--- config.mk ---
export PLATFORM = sky130hd
export DESIGN_NAME = regfile_write_arbiter
export DESIGN_NICKNAME = d
export VERILOG_FILES = /design/src/rtl/regfile_write_arbiter.sv
export SDC_FILE = /design/constraint.sdc
export NUM_CORES = 1
export LEC_CHECK = 0
export CAP_MARGIN = 10
export CORE_UTILIZATION = 42
export CTS_CLUSTER_SIZE = 25
export DETAILED_ROUTE_END_ITERATION = 8
export PLACE_DENSITY_LB_ADDON = 0.1
export SETUP_SLACK_MARGIN = 0.2
export SLEW_MARGIN = 25
export SYNTH_ARGS = -nofsm -noshare
export SYNTH_HDL_FRONTEND = slang
export SYNTH_SLANG_ARGS = --single-unit
export TNS_END_PERCENT = 100
--- constraint.sdc ---
create_clock -name clock -period 5.7 [get_ports clock]
set_clock_uncertainty 0.05 [all_clocks]
set_input_delay 1.14 -clock clock [delete_from_list [all_inputs] [get_ports clock]]
set_output_delay 1.14 -clock clock [all_outputs]
set_load 0.02 [all_outputs]
--- src/rtl/regfile_write_arbiter.sv ---
// Two-requester write front end for the 32x64 register file: per-source FIFOs
// drained round-robin into a registered write port, plus a pending-destination mask.
module regfile_write_arbiter #(
  parameter int N     = 64,
  parameter int DEPTH = 2
) (
  input  logic         clock,
  input  logic         reset,
  input  logic         a_valid,
  input  logic [4:0]   a_addr,
  input  logic [N-1:0] a_data,
  output logic         a_ready,
  input  logic         b_valid,
  input  logic [4:0]   b_addr,
  input  logic [N-1:0] b_data,
  output logic         b_ready,
  output logic [N-1:0] D,
  output logic [4:0]   DA,
  output logic         W,
  output logic         grant,
  output logic [31:0]  busy
);
  localparam int PW = $clog2(DEPTH);
  localparam logic [4:0] ZERO_REG = 5'd31;
  typedef logic [PW:0] ptr_t;

  logic [1:0]   in_valid;
  logic [4:0]   in_addr [2];
  logic [N-1:0] in_data [2];

  logic [4:0]   addr_q [2][DEPTH];
  logic [N-1:0] data_q [2][DEPTH];
  ptr_t         wr_q [2];
  ptr_t         rd_q [2];

  logic [1:0]   full, empty, ready, push, pop;
  logic         issue, sel_b;
  logic [4:0]   head_addr;
  logic [N-1:0] head_data;

  logic         last_q;
  logic         w_q, grant_q;
  logic [N-1:0] d_q;
  logic [4:0]   da_q;
  logic [31:0]  busy_mask;

  assign in_valid   = {b_valid, a_valid};
  assign in_addr[0] = a_addr;
  assign in_addr[1] = b_addr;
  assign in_data[0] = a_data;
  assign in_data[1] = b_data;

  // Physical slot j holds a live entry when its distance from the head is below the occupancy.
  function automatic logic slot_live(input ptr_t wr, input ptr_t rd, input int j);
    ptr_t cnt;
    ptr_t offs;
    cnt  = wr - rd;
    offs = (ptr_t'(j) - rd) & ptr_t'(DEPTH - 1);
    return offs < cnt;
  endfunction

  always_comb begin
    full  = '0;
    empty = '0;
    ready = '0;
    push  = '0;
    for (int s = 0; s < 2; s++) begin
      full[s]  = (wr_q[s][PW] != rd_q[s][PW]) && (wr_q[s][PW-1:0] == rd_q[s][PW-1:0]);
      empty[s] = (wr_q[s] == rd_q[s]);
      ready[s] = !full[s] && !reset;
      push[s]  = in_valid[s] && ready[s] && (in_addr[s] != ZERO_REG);
    end
    issue     = !(empty[0] && empty[1]);
    // last_q=1 means B was granted last, so a tie goes to A.
    sel_b     = !empty[1] && (empty[0] || !last_q);
    pop       = {issue && sel_b, issue && !sel_b};
    head_addr = sel_b ? addr_q[1][rd_q[1][PW-1:0]] : addr_q[0][rd_q[0][PW-1:0]];
    head_data = sel_b ? data_q[1][rd_q[1][PW-1:0]] : data_q[0][rd_q[0][PW-1:0]];
  end

  // Stage: FIFO entry storage
  always_ff @(posedge clock) begin
    for (int s = 0; s < 2; s++) begin
      if (push[s]) begin
        addr_q[s][wr_q[s][PW-1:0]] <= in_addr[s];
        data_q[s][wr_q[s][PW-1:0]] <= in_data[s];
      end
    end
  end

  // Stage: pointers, arbitration state and the registered write port
  always_ff @(posedge clock) begin
    if (reset) begin
      for (int s = 0; s < 2; s++) begin
        wr_q[s] <= '0;
        rd_q[s] <= '0;
      end
      w_q     <= 1'b0;
      d_q     <= '0;
      da_q    <= '0;
      grant_q <= 1'b0;
      last_q  <= 1'b1;
    end else begin
      for (int s = 0; s < 2; s++) begin
        if (push[s]) wr_q[s] <= wr_q[s] + ptr_t'(1);
        if (pop[s])  rd_q[s] <= rd_q[s] + ptr_t'(1);
      end
      w_q <= issue;
      if (issue) begin
        d_q     <= head_data;
        da_q    <= head_addr;
        grant_q <= sel_b;
        last_q  <= sel_b;
      end
    end
  end

  always_comb begin
    busy_mask = '0;
    for (int s = 0; s < 2; s++) begin
      for (int j = 0; j < DEPTH; j++) begin
        if (slot_live(wr_q[s], rd_q[s], j)) busy_mask[addr_q[s][j]] = 1'b1;
      end
    end
    if (w_q) busy_mask[da_q] = 1'b1;
    busy_mask[ZERO_REG] = 1'b0;
  end

  assign a_ready = ready[0];
  assign b_ready = ready[1];
  assign D       = d_q;
  assign DA      = da_q;
  assign W       = w_q;
  assign grant   = grant_q;
  assign busy    = busy_mask;
endmodule
==> results.cfg <==
[run_status]
status = complete, no violations

[min_path]
hold_path_end = D[21]
min_from = D[21]
min_path_cells = 2
hold_path_class = register to register

[floorplanning]
core_sq_um = 32800
dieArea_sq_um = 34400
die_h_um = 185
ios = 247
num_rows = 66
die_w_um = 185
initial_core_util_pct = 43.1

[routing]
top_layer = met5
vias = 8951
wl_met2_mm = 16.5
vias_per_cell = 5.40
drt_first_iter_violations = 630
dr_wl_met3_mm = 3.08
wl_met1_mm = 15.1
totalWireLength_mm = 35.2
drcViolationCount = 0
postRouteAntennaNets = 0
wl_per_cell_um = 21.3
firstDrtPassIters = 5

[clock_tree]
cts_root_buffer = clkbuf_16
clk_pin_slew_worst_paths_ns = 0.06
cts_hold_buf = 0
postCtsSetupRepairBufs = 0
cts_max_path_buffers = 3
cts_tree = done
numCtsBuffers = 39
cts_resized = 0
h-tree-depth = 2
clk_latency_ns = 0.53
clock-sinks = 356

[layout]
nets = 1333
utilization_pct = 56.0
area_delta_synth_final_pct = 30.0
stdcell_count = 1658
post_route_cells_drive_above_1_share_pct = 9.30
fill_cells = 2701

[yosys]
synth_area_sq_um = 14100
synth_area_leader_cell = edfxtp_1
synth-main-ff-cell = edfxtp_1
synth_area_leaders = edfxtp_1 60%, dfxtp_1 10%, mux2i_1 9.8%
seq_area_frac_synth_pct = 70.6
synth_top_area_share_pct = 60.4
synth_edf_count = 284
synth_warnings = 0
ys_types = 36
synth-seq-cells = 356
syn_avg_cell_area_sq_um = 14.8
syn_inst = 952
syn-num-nets = 1100
synth_commonest_cells = 284 x edfxtp_1, 138 x mux2i_1, 90 x o221ai_1, 78 x nand2_1, 73 x nor2_1
yosysMostFrequentCell = edfxtp_1
async_flop_share_pct = 0

[critical_path]
critPathBufInv = 2
cp_data_required_time_ns = 4.51
path_cells = xor2_1, inv_1, ha_1, or3b_2, nor4_1, nor3_1, o221ai_1, clkdlybuf4s50_1
reg2regPathDepth = 7
crit_fanout = 8
start_kind = register
cp-end-kind = output pin
worstSetupStartpoint = wr_q[0][3]
max_stage_delay_ns = 0.64
cpMaxStageDelayCell = clkdlybuf4s50_1
arrival_ns = 3.35
reg2reg_slack_ns = 2.35
path_depth = 8
r2r_end = data_q[0][248]
reg2reg_from = rd_q[0][2]
cp_top_family = simple AND/OR/NAND/NOR gates
crit_type = register to output pin

[sta]
rsz0062_at_grt = false
worstMarginPinSlew_ns = 0.967
max_freq_ghz = 0.220
slew_viol_final = 0
min_period_over_period_pct = 79.6
min_period_ns = 4.54
hold_viol = 0
whs_ns = 0.409
setup_viol = 0
slew-limit-headroom_pct = 35.4
tns_ns = 0

[run]
cap_violations = 0

[pwr]
cellPowerDensity_nw_per_um2 = 484
cellLeakagePower_uw = 0.00615
finalPower_uw = 8880
ir_drop_uv = 350

[placement]
hpwlAfterDp_mm = 21.2
post-place-cells = 1585
io_buffers = 245
gp_congestion = 0.924

[global_route]
grt_pass1_wl_mm = 52.4
grt_start_max_net_pins = 70
grt_use_total_pct = 20.5
grt_pass1_vias = 8803
gr-total-overflow = 0
antenna_found_initial = 5
-- how the worst max path moves through the flow --
stage                          end  slack (ns)
global placement    data_q[0][126]        1.71
finish                     busy[1]        1.16
CTS                        busy[1]        1.15
detailed placement         busy[1]        1.74
floorplan            addr_q[0][10]        0.16
global route               busy[1]        1.01
-- report_power, final --
| group | switching, uW | internal, uW | leakage (uW) | total (uW) |
|---|---|---|---|---|
| registers | 240 | 3300 | 0.00320 | 3540 |
| logic | 1660 | 1180 | 0.00231 | 2840 |
| clock network | 993 | 1510 | 0.000639 | 2500 |
-- state kept, by name, summed over array words and instances, names as in the netlist --
signal	flops
data_q	256
wr_q	4
DA	5
rd_q	4
D	64
grant	1
W	1
last_q	1
addr_q	20
-- cells in the final DEF (no fill, tap or decap), types with 2 or more instances in the layout --
| master | netlist | routed |
|---|---|---|
| nor2_4 | 0 | 4 |
| a22oi_1 | 2 | 2 |
| mux2i_1 | 138 | 138 |
| o22ai_1 | 27 | 27 |
| clkbuf_16 | 0 | 39 |
| clkdlybuf4s50_1 | 0 | 245 |
| xnor2_1 | 4 | 4 |
| or3_1 | 7 | 6 |
| inv_1 | 10 | 10 |
| nand3b_1 | 20 | 20 |
| buf_4 | 2 | 9 |
| nor2_1 | 73 | 69 |
| o221ai_2 | 10 | 10 |
| o21ai_0 | 2 | 2 |
| nor4_1 | 12 | 12 |
| clkinv_2 | 0 | 4 |
| clkinvlp_4 | 0 | 2 |
| nand2b_1 | 4 | 4 |
| clkbuf_8 | 0 | 11 |
| o221ai_1 | 90 | 90 |
| ha_1 | 6 | 6 |
| o211ai_1 | 2 | 2 |
| a21oi_1 | 3 | 3 |
| nor3_1 | 4 | 4 |
| nand3_1 | 8 | 8 |
| o21a_1 | 2 | 2 |
| clkinv_1 | 0 | 2 |
| dfxtp_1 | 72 | 72 |
| bufinv_16 | 0 | 2 |
| or3b_2 | 20 | 20 |
| nand2_1 | 78 | 78 |
| buf_12 | 0 | 4 |
| edfxtp_1 | 284 | 284 |
| clkbuf_1 | 50 | 8 |
-- kinds of logic (layout without fill, tap and decap cells) --
group                      after synthesis  count (layout)  synth area share, %
adders and majority gates                6               6                0.532
AOI/OAI and AO/OA                      141             141                 8.50
other                                    1               2               0.0266
buffers and inverters                   76             339                 2.25
and+or+nand+nor                        228             228                 7.89
DFF                                    356             356                 70.6
muxes                                  138             138                 9.78
xor gates and xnor gates                 6               6                0.425
-- metal layers --
layer  global-route usage (%)  vias up
li1                         -     4206
met1                     27.1     4371
met2                     33.1      323
met3                     5.94       45
met4                     4.60        6
met5                        0        -
-- metrics by stage --
stage	worst slack [ns]	area (sq um)
after global placement	1.71	17000
after detailed placement	1.74	17000
after CTS	1.15	18300
after floorplan	0.157	14100
after global routing	1.01	18400
final	1.16	18400
-- worst reg2reg max path, cell delays in order (launching register included) --
cell,delay (ns)
edfxtp_1,0.37
buf_4,0.55
inv_1,0.11
ha_1,0.37
a21oi_1,0.27
nand2_1,0.21
nor2_4,0.67
buf_12,0.39
-- area by class of cell --
class | instances | area [sq um] | area share [%]
Sequential cell | 356 | 9970 | 54.3
Inverter | 10 | 37.5 | 0.204
Timing Repair Buffer | 258 | 2600 | 14.2
Clock inverter | 13 | 158 | 0.859
Clock buffer | 58 | 1160 | 6.30
Tap cell | 442 | 553 | 3.01
Antenna cell | 1 | 2.50 | 0.0136
Multi-Input combinational cell | 520 | 3880 | 21.1
(Power assumes the default switching activity.)
